**src/rtl/my_dmux_stream_pkg.sv**
```systemverilog
// Shared definitions for the buffered stream demultiplexer.
// Latency: none (types and constants only).
// Backpressure: none (types and constants only).
package my_dmux_pkg;

  // Words each output channel can hold before it stops accepting.
  localparam int BUF_DEPTH = 2;

  // Occupancy of one channel buffer.
  typedef enum logic [1:0] {
    CNT_EMPTY = 2'd0,
    CNT_ONE   = 2'd1,
    CNT_FULL  = 2'd2
  } buf_cnt_e;

  // Select width for n channels; at least one bit so the port always exists.
  function automatic int sel_w(input int n);
    return (n <= 1) ? 1 : $clog2(n);
  endfunction

endpackage

```
**src/rtl/my_dmux_stream_skid_buf.sv**
```systemverilog
// Two-entry in-order buffer feeding one demux output channel.
// Latency: a push into an empty buffer is visible one cycle later.
// Backpressure: full blocks pushes; push+pop with one entry keeps full rate.
module my_skid_buf
  import my_dmux_pkg::*;
#(
  parameter int WIDTH = 8
) (
  input  logic             clk,
  input  logic             reset,
  input  logic             push,
  input  logic [WIDTH-1:0] push_data,
  output logic             full,
  input  logic             pop,
  output logic             valid,
  output logic [WIDTH-1:0] data
);

  buf_cnt_e         cnt;
  logic [WIDTH-1:0] mem [BUF_DEPTH];
  logic             do_pop;

  // mem[0] is always the head word; mem[1] only holds the queued second word.
  assign valid  = (cnt != CNT_EMPTY);
  assign full   = (cnt == CNT_FULL);
  assign data   = mem[0];
  assign do_pop = pop & valid;

  // Occupancy and storage update; pushes while full never arrive from the top.
  always_ff @(posedge clk) begin
    if (reset) begin
      cnt    <= CNT_EMPTY;
      mem[0] <= '0;
      mem[1] <= '0;
    end else begin
      case (cnt)
        CNT_EMPTY: begin
          if (push) begin
            mem[0] <= push_data;
            cnt    <= CNT_ONE;
          end
        end
        CNT_ONE: begin
          if (push && do_pop) begin
            mem[0] <= push_data;
          end else if (push) begin
            mem[1] <= push_data;
            cnt    <= CNT_FULL;
          end else if (do_pop) begin
            cnt    <= CNT_EMPTY;
          end
        end
        CNT_FULL: begin
          if (do_pop) begin
            mem[0] <= mem[1];
            cnt    <= CNT_ONE;
          end
        end
        default: cnt <= CNT_EMPTY;
      endcase
    end
  end

endmodule

```
**src/rtl/my_dmux_stream.sv**
```systemverilog
// Buffered 1-to-N stream demux with broadcast and dropped-word counting.
// Latency: one cycle from input accept to output valid when the channel is empty.
// Backpressure: in_ready depends only on buffer fullness, never on out_ready.
module my_dmux_stream
  import my_dmux_pkg::*;
#(
  parameter  int WIDTH = 8,
  parameter  int N_OUT = 8,
  parameter  int CNT_W = 8,
  localparam int SEL_W = sel_w(N_OUT)
) (
  input  logic                   clk,
  input  logic                   reset,
  input  logic [WIDTH-1:0]       in_data,
  input  logic [SEL_W-1:0]       in_sel,
  input  logic                   in_bcast,
  input  logic                   in_valid,
  output logic                   in_ready,
  output logic [N_OUT*WIDTH-1:0] out_data,
  output logic [N_OUT-1:0]       out_valid,
  input  logic [N_OUT-1:0]       out_ready,
  output logic                   err,
  output logic [CNT_W-1:0]       drop_cnt
);

  localparam logic [SEL_W:0] N_LIM = (SEL_W + 1)'(N_OUT);

  logic [N_OUT-1:0] hit;
  logic [N_OUT-1:0] full;
  logic [N_OUT-1:0] push;
  logic             sel_ok;
  logic             sel_full;
  logic             in_acc;
  logic             drop_vld;

  // Selects at or above N_OUT hit no channel and are discarded.
  assign sel_ok   = ({1'b0, in_sel} < N_LIM);
  assign sel_full = |(full & hit);

  // Broadcast needs room everywhere so it lands atomically; drops always pass.
  assign in_ready = in_bcast ? ~(|full) : (sel_ok ? ~sel_full : 1'b1);
  assign in_acc   = in_valid & in_ready;
  assign push     = {N_OUT{in_acc}} & ({N_OUT{in_bcast}} | hit);
  assign drop_vld = in_acc & ~in_bcast & ~sel_ok;

  for (genvar k = 0; k < N_OUT; k++) begin : g_ch
    assign hit[k] = (in_sel == SEL_W'(k));

    my_skid_buf #(
      .WIDTH (WIDTH)
    ) u_buf (
      .clk       (clk),
      .reset     (reset),
      .push      (push[k]),
      .push_data (in_data),
      .full      (full[k]),
      .pop       (out_ready[k]),
      .valid     (out_valid[k]),
      .data      (out_data[k*WIDTH +: WIDTH])
    );
  end

  // One-cycle error pulse per dropped word and a saturating drop tally.
  always_ff @(posedge clk) begin
    if (reset) begin
      err      <= 1'b0;
      drop_cnt <= '0;
    end else begin
      err <= drop_vld;
      if (drop_vld && (drop_cnt != {CNT_W{1'b1}})) begin
        drop_cnt <= drop_cnt + 1'b1;
      end
    end
  end

endmodule

```
**config.mk**
```make
export PLATFORM = sky130hd
export DESIGN_NAME = my_dmux_stream
export DESIGN_NICKNAME = d
export VERILOG_FILES = /design/src/rtl/my_dmux_stream_pkg.sv /design/src/rtl/my_dmux_stream_skid_buf.sv /design/src/rtl/my_dmux_stream.sv
export SDC_FILE = /design/constraint.sdc
export NUM_CORES = 1
export LEC_CHECK = 0
export CELL_PAD_IN_SITES_DETAIL_PLACEMENT = 1
export CELL_PAD_IN_SITES_GLOBAL_PLACEMENT = 2
export CORE_MARGIN = 5
export CORE_UTILIZATION = 36
export DETAILED_ROUTE_END_ITERATION = 12
export PLACE_DENSITY = 0.83
export SLEW_MARGIN = 20
export SYNTH_ARGS = -nofsm -noshare
export SYNTH_HDL_FRONTEND = slang
export SYNTH_SLANG_ARGS = --single-unit
```
**constraint.sdc**
```tcl
create_clock -name clk -period 3.9 [get_ports clk]
set_input_delay 0.585 -clock clk [delete_from_list [all_inputs] [get_ports clk]]
set_output_delay 0.585 -clock clk [all_outputs]
set_load 0.03 [all_outputs]
```
==> results of run 1 <==
==> worst register-to-register path: cells and delay by family, from the launching register on <==
family	cells	cell delay (ns)
AOI/OAI and AO/OA	2	1.09
buffers and inverters	1	0.31
DFF	1	0.37
and+or+nand+nor	3	0.96
==> registers in the layout, summed over array words and instances (netlist names) <==
signal / cells
g_ch.u_buf.mem: 128
g_ch.u_buf.cnt: 16
==> kinds of logic (layout without fill, tap and decap cells) <==
family	after synthesis	count (layout)	synth area share
other	1	10	0.000601
buffers and inverters	42	144	0.0419
DFF	144	144	0.668
and+or+nand+nor	169	169	0.133
AOI/OAI and AO/OA	126	126	0.157
==> cell usage in the layout, fill, tap and decap left out, types with 7 or more instances in the layout <==
| cell type | n |
|---|---|
| clkbuf_16 | 17 |
| conb_1 | 9 |
| buf_4 | 11 |
| edfxtp_1 | 128 |
| nand3_1 | 11 |
| dfxtp_1 | 16 |
| or2_2 | 9 |
| a31oi_1 | 15 |
| o21ai_0 | 12 |
| nor2_1 | 84 |
| clkdlybuf4s50_1 | 94 |
| nand2_1 | 22 |
| bufinv_16 | 7 |
| a21o_1 | 70 |
| nor2b_1 | 7 |
| nand2b_1 | 8 |
==> per-layer routing <==
layer | vias up | global-route usage | wire [um]
met5 | - | 0 | 32
met1 | 2102 | 0.195 | 6860
li1 | 1970 | - | -
met4 | 4 | 0.0838 | 526
met2 | 103 | 0.280 | 8100
met3 | 40 | 0.0465 | 779
==> power by group <==
group / switching [mW] / leakage, nW / total [mW] / internal, mW
sequential: 0.0362 / 1.48 / 1.82 / 1.79
combinational: 0.332 / 1.64 / 0.515 / 0.183
clock: 0.641 / 0.334 / 1.90 / 1.26
total: 1.01 / 3.45 / 4.24 / 3.23
==> synth_stat cells, drive strengths merged (2+ instances only) <==
cell type  count
dfxtp         16
a21oi          6
nand3         14
clkbuf         6
or4bb          4
buf           30
or4            2
and3           5
a21o          70
or2           10
edfxtp       128
nand2b         8
nor2          84
nand4b         2
a31oi         15
o21ai         16
o32ai          3
nor3           7
o211ai         8
nand2         22
inv            5
nor2b          7
==> worst min-delay path by stage <==
stage / startpoint / cells past startpoint / slack, ns / endpoint
2_1_floorplan: g_ch[5].u_buf.cnt[0] / 2 / 0.47 / g_ch[5].u_buf.cnt[1]
3_3_place_gp: g_ch[7].u_buf.cnt[0] / 2 / 0.49 / g_ch[7].u_buf.cnt[1]
3_5_place_dp: g_ch[7].u_buf.cnt[0] / 2 / 0.51 / g_ch[7].u_buf.cnt[1]
4_1_cts: g_ch[7].u_buf.cnt[0] / 2 / 0.51 / g_ch[7].u_buf.cnt[1]
5_1_grt: g_ch[3].u_buf.mem[1][6] / 1 / 0.54 / g_ch[3].u_buf.mem[0][6]
6_report: g_ch[7].u_buf.cnt[0] / 2 / 0.52 / g_ch[7].u_buf.cnt[1]
==> layout make-up <==
type | instances | area (um2) | share of cell area
clock buffers | 18 | 429 | 0.0533
repair buffers | 106 | 1040 | 0.129
diodes | 1 | 2.50 | 0.000311
clock inverters | 14 | 263 | 0.0326
inverters | 6 | 22.5 | 0.00279
multi-input cells | 304 | 1850 | 0.230
flip-flops and latches | 144 | 4160 | 0.517
well taps | 225 | 282 | 0.0349
==> stage by stage <==
| step | setup slack (ns) | hold WS [ns] | cells | area, um2 |
|---|---|---|---|---|
| floorplan | 0.891 | 0.469 | 490 | 6260 |
| global placement | 0.349 | 0.490 | 785 | 7360 |
| detailed placement | 0.176 | 0.508 | 785 | 7360 |
| CTS | 0.537 | 0.515 | 817 | 8060 |
| global route | 0.369 | 0.537 | 818 | 8060 |
| finish | 0.527 | 0.519 | 818 | 8060 |
==> key figures, run 1 <==
Synthesis
  • Synth Cell Area: 6230 um2
  • #FFs+latches synth: roughly 140
  • Unique masters post-synth: 44
  • Post-synth EDFFs: 128
  • Gate Count Post-Synth: 482
  • Ys async rst share: 0
  • Area leader, netlist: edfxtp_1
  • Post-synth top flop: edfxtp_1
  • Yosys warnings: 0
  • Register area share after synthesis: 0.668
  • Area share of the largest cell type after synthesis: 0.616
  • Dominant cells by area after synthesis: edfxtp_1 62%, a21o_1 8.4%, dfxtp_1 5.1%
  • Syn avg cell area: ~13 um2

Floorplanning
  • Core area: 17100 um2
  • Starting density of the core: 0.364
  • Die H: 142 um
  • Chip Width: around 140 um
  • Placement Rows: 48
  • # IOs: 105
  • Die area: 20100 um2

Detailed routing
  • DR vias/cell: just over 5
  • Iteration-0 DRC Markers: 241
  • DRT antenna net count: 0
  • Vias: 4219
  • Drt wl/cell: 19.9 um
  • Total Wirelength: 16300 um
  • Pre-antenna DRT Iters: 4
  • Drt drc: 0

Worst setup path
  • Capturing point of the worst reg2reg path: g_ch[5].u_buf.mem[1][3]
  • Worst r2r src: g_ch[2].u_buf.cnt[1]
  • Reg2Reg Depth: 6
  • CP Data Required Time: ~3.3 ns
  • CP max stage cell: clkdlybuf4s50_1
  • Max FO, Critical Path: 11
  • R2R setup slack: just under 0.8 ns
  • Critical Path End Type: output port
  • Top delay family on crit path: buffers and inverters
  • CP bufs+invs: 3
  • Crit path to: in_ready
  • CP Cell Sequence: clkdlybuf4s50_1 > or4bb_1 > o2111ai_1 > a2111oi_2 > buf_4 > or2_2 > buf_12
  • Worst setup SP type: primary input
  • Critical path depth: 7
  • Crit path kind: in2out
  • Worst path max stage delay: 0.67 ns
  • CP arrival: 2.79 ns
  • Crit path from: in_sel[0]

Power and ir drop
  • PwrDens: around 530 nW/um2
  • Worst IR Drop VDD: roughly 320 uV
  • Power Total: 4.24 mW
  • Lkg Pwr: ~3.4 nW

GRT
  • Vias in the first global route: ~4600
  • Initial antenna violation count: 3
  • First-pass GRT wire length: 25100 um
  • Grt ovf: 0
  • Largest net degree at the start of global routing: 27
  • GRT Total Usage: 0.166

Clocking
  • CTS clk-pin slew, worst paths: 0.06 ns
  • TritonCTS clock tree: done
  • Root buf cell: clkbuf_16
  • Clock tree buffer depth: 2
  • Post-CTS setup buffers: 0
  • H-tree depth reported by CTS: 4
  • Total CTS buffers: 17
  • Post-CTS Resized: 0
  • Post-CTS Hold Buffers: 0
  • TritonCTS Sinks: 144
  • Clk_lat worst skew: 0.43 ns

Final layout
  • Nets: 602
  • Util after Layout: 0.471
  • Layout fillers: roughly 1800
  • Layout cell share with drive strength beyond 1: 0.115
  • Area growth, synth to finish: 29.3%

Placed design
  • Hpwl dp: 11400 um
  • Port Buffer Count: 95
  • Routability cong.: ~0.9

Timing
  • Period utilization: 0.865
  • Max Clock Freq: 0.296 GHz
  • Slew @ Worst Pin: roughly 1.1 ns
  • RSZ-0062 raised after global routing: false
  • Rel. slew slack: 0.256
  • Tmin final: 3.37 ns
  • # setup viols final: 0
  • Count of final hold-check violations: 0
  • Slew Viols, Final: 0
  • Post-route setup TNS: 0 ns
  • Clk_skew: 0.00692 ns

Run status
  • Status: finished clean

Run
  • Max-cap viol count: 0

Hold path
  • Worst hold path class: reg2reg
Note: power is estimated with default switching activity, not from simulation.
==> inputs of run 2 (changes only) <==
Settings changed: GPL_ROUTABILITY_DRIVEN set to 1.
==> results of run 2 <==
No change in the layout: final DEF, timing and power equal those of run 1.
==> inputs of run 3 (changes only) <==
Settings changed: CORE_UTILIZATION 36 to 37, SLEW_MARGIN 20 to unset, SYNTH_HIERARCHICAL set to 1.
==> run 3 against run 2 <==
Against the previous run:
- clock power down 11%
- sequential power barely moved
- combinational power shrank 17%
- cell area rose by 1.6%
- synthesized area increased by 3.0%
- cell count decreased by 0.86%
- flip-flop and latch count did not move
- maximum frequency fell by 0.64%
- die area grew 0.21%
- highest routed layer is now met4
==> key figures, run 3 <==
Floorplanning
  • Chip Width: 142 um (+0.11%)
  • Core area: 17200 um2 (+0.35%)
  • # IOs: 105 (unchanged)
  • Die H: 142 um (+0.11%)
  • Starting density of the core: 0.374 (+0.00965)
  • Placement Rows: 48 (unchanged)
  • Die area: 20100 um2 (+0.21%)

Worst setup path
  • CP Data Required Time: 3.31 ns (about the same)
  • Crit path kind: in2out
  • Max FO, Critical Path: 10 (-1)
  • Critical Path End Type: output port
  • Worst setup SP type: primary input
  • CP arrival: 2.81 ns (+0.02 ns)
  • Worst r2r src: g_ch[3].u_buf/cnt[0]
  • Crit path from: in_sel[2]

Detailed routing
  • Drt drc: 0 (unchanged)
  • Total Wirelength: 15400 um (-5.4%)
  • Vias: 4051 (-4.0%)
  • Iteration-0 DRC Markers: 197 (-18%)
  • DRT antenna net count: 0 (unchanged)
  • DR vias/cell: 5.00 (-3.2%)
  • Drt wl/cell: 19.0 um (-4.6%)
  • Pre-antenna DRT Iters: 4 (unchanged)

Placed design
  • Port Buffer Count: 95 (unchanged)
  • Dpl cell area: 7570 um2 (+2.8%)
  • Hpwl dp: 10800 um (-5.6%)
  • Routability cong.: 0.812 (-11%)
  • Dpl cells: 779 (-0.76%)
  • Dpl ws: 0.454 ns (+0.277 ns)

Synthesis
  • #FFs+latches synth: 144 (unchanged)
  • Register area share after synthesis: 0.648 (-0.0195)
  • Dominant cells by area after synthesis: edfxtp_1 60%, a21o_1 7.5%, and2_1 6.2%
  • Ys async rst share: 0 (unchanged)
  • Unique masters post-synth: 37 (-16%)
  • Most frequent cells after synthesis: 128 x edfxtp_1, 64 x a21o_1, 64 x and2_1
  • Most numerous cell in the Yosys netlist: edfxtp_1
  • Area share of the largest cell type after synthesis: 0.598 (-0.0180)
  • Post-synth EDFFs: 128 (unchanged)
  • Post-synth top flop: edfxtp_1
  • Yosys warnings: 6 (+6)
  • Syn avg cell area: 13.9 um2 (+7.7%)
  • Area leader, netlist: edfxtp_1
  • Gate Count Post-Synth: 461 (-4.4%)
  • Synth Cell Area: 6420 um2 (+3.0%)

Clocking
  • Post-CTS Hold Buffers: 0 (unchanged)
  • Post-CTS Resized: 0 (unchanged)
  • TritonCTS Sinks: 144 (unchanged)
  • TritonCTS clock tree: done
  • Total CTS buffers: 17 (unchanged)
  • CTS clk-pin slew, worst paths: 0.06 ns (about the same)
  • Clock tree buffer depth: 2 (unchanged)
  • Root buf cell: clkbuf_16
  • H-tree depth reported by CTS: 4 (unchanged)
  • Post-CTS setup buffers: 0 (unchanged)
  • Clk_lat worst skew: 0.43 ns (about the same)

GRT
  • Initial antenna violation count: 0 (-3)
  • Vias in the first global route: 4348 (-4.7%)
  • GRT Total Usage: 0.160 (-0.00682)
  • Largest net degree at the start of global routing: 33 (+22%)
  • Grt ovf: 0 (unchanged)
  • First-pass GRT wire length: 24100 um (-3.9%)

Final layout
  • Area growth, synth to finish: 27.4%
  • Max reg flops: 128 (unchanged)
  • Most common cell after layout, fill and taps aside: edfxtp_1
  • Antenna cell count: 0 (-1)
  • Largest registers: g_ch.u_buf/mem (128), g_ch.u_buf/cnt (16)
  • Util after Layout: 0.477 (+0.00571)
  • Nets: 596 (-1.0%)
  • Non-filler cells, final: 811 (-0.86%)
  • Reg with most FFs: g_ch.u_buf/mem
  • Commonest cells after routing, fill and taps aside: 128 x edfxtp_1, 95 x clkdlybuf4s50_1, 64 x and2_1, 64 x a21o_1
  • Fin area: 8190 um2 (+1.6%)
  • Layout cell share with drive strength beyond 1: 0.128 (+0.0131)

Timing
  • Slew Viols, Final: 0 (unchanged)
  • Post-route setup TNS: 0 ns (unchanged)
  • Max Clock Freq: 0.295 GHz (-0.64%)
  • Final setup margin: 0.505 ns (-0.0219 ns)
  • # setup viols final: 0 (unchanged)
  • Slew @ Worst Pin: 0.875 ns (-0.230 ns)
  • Tmin final: 3.40 ns (+0.0219 ns)
  • Clk_skew: 0.00657 ns (-0.000349 ns)
  • RSZ-0062 raised after global routing: false
  • Rel. slew slack: 0.414 (+0.159)
  • Count of final hold-check violations: 0 (unchanged)
  • Period utilization: 0.871 (+0.00561)

Power and ir drop
  • NetSw: 0.930 mW (-7.9%)
  • Internal power: 3.00 mW (-7.2%)
  • Seq pwr share: 0.459 (+0.030)
  • Worst IR Drop VDD: 305 uV (-5.0%)
  • Switching Fraction: 0.237 (-0.00147)
  • PwrDens: 480 nW/um2 (-8.8%)
  • Clock share of power: 0.432 (-0.017)
  • Combinational Power Share: 0.109 (-0.012)
  • Lkg Pwr: 3.52 nW (+2.0%)

Hold path
  • Min-delay src: g_ch[3].u_buf/mem[1][3]
  • Worst hold path class: reg2reg

Run
  • Max-cap viol count: 0 (unchanged)

Run status
  • Status: finished clean
-- run 3: changes by cell type after synthesis, moves of 7 or more --
| cell | delta |
|---|---|
| nor2b_4 | +8 |
| nor2_1 | -83 |
| nand2b_1 | +8 |
| o32a_1 | +7 |
| buf_4 | -8 |
| a21oi_1 | +12 |
| o211ai_1 | +8 |
| nor3b_2 | +8 |
| buf_6 | +7 |
| a31oi_1 | -14 |
| and2_1 | +64 |
| nand3_1 | -11 |
| nor3_1 | +10 |
| and2b_1 | +8 |
-- run 3: power groups by stage --
stage	clock network (mW)	logic [mW]	registers (mW)
2_1_floorplan	0	0.150	1.93
3_3_place_gp	0	0.419	1.83
3_5_place_dp	0	0.429	1.84
4_1_cts	1.74	0.432	1.81
5_1_grt	1.83	0.452	1.81
6_report	1.70	0.427	1.81
-- run 3: cell type report --
class / count / area [um2]
clock buffers: 18 / 429
clock inverters: 14 / 188
fillers: 1753 / 8990
inverters: 9 / 33.8
multi-input cells: 295 / 2060
flip-flops and latches: 144 / 4160
well taps: 225 / 282
repair buffers: 106 / 1030
-- run 3: cell families (layout without fill, tap and decap cells) --
logic type             Yosys count  after routing  synth area share
and+or+nand+nor                164            164             0.172
muxes                            3              3           0.00565
other                            1              9          0.000584
DFF                            144            144             0.648
AOI/OAI and AO/OA              119            119             0.137
buffers and inverters           30            147            0.0362
-- run 3: path summary, 6_finish.rpt --
kind,end,cells past startpoint,slack (ns)
max reg2reg,g_ch[2].u_buf/mem[0][1],8,1.21
min,g_ch[3].u_buf/mem[0][3],1,0.52
max,in_ready,5,0.50
min reg2reg,g_ch[3].u_buf/mem[0][3],1,0.52
-- run 3: metal layers --
| layer | global-route usage | wire length [um] |
|---|---|---|
| met5 | 0 | 0 |
| met4 | 0.0515 | 214 |
| met3 | 0.0519 | 852 |
| met2 | 0.270 | 7810 |
| met1 | 0.194 | 6540 |
-- run 3: critical path, stage by stage --
cell and delay [ns]:
clkdlybuf4s50_1 0.70, mux2i_1 0.19, a211oi_4 0.50, o21ai_0 0.19, clkdlybuf4s50_1 0.64
-- run 3: through the flow --
| stage | total power, mW | hold WS, ns |
|---|---|---|
| 5_1_grt | 4.09 | 0.537 |
| 3_5_place_dp | 2.27 | 0.503 |
| 6_report | 3.93 | 0.521 |
| 4_1_cts | 3.98 | 0.524 |
| 2_1_floorplan | 2.08 | 0.494 |
| 3_3_place_gp | 2.25 | 0.504 |
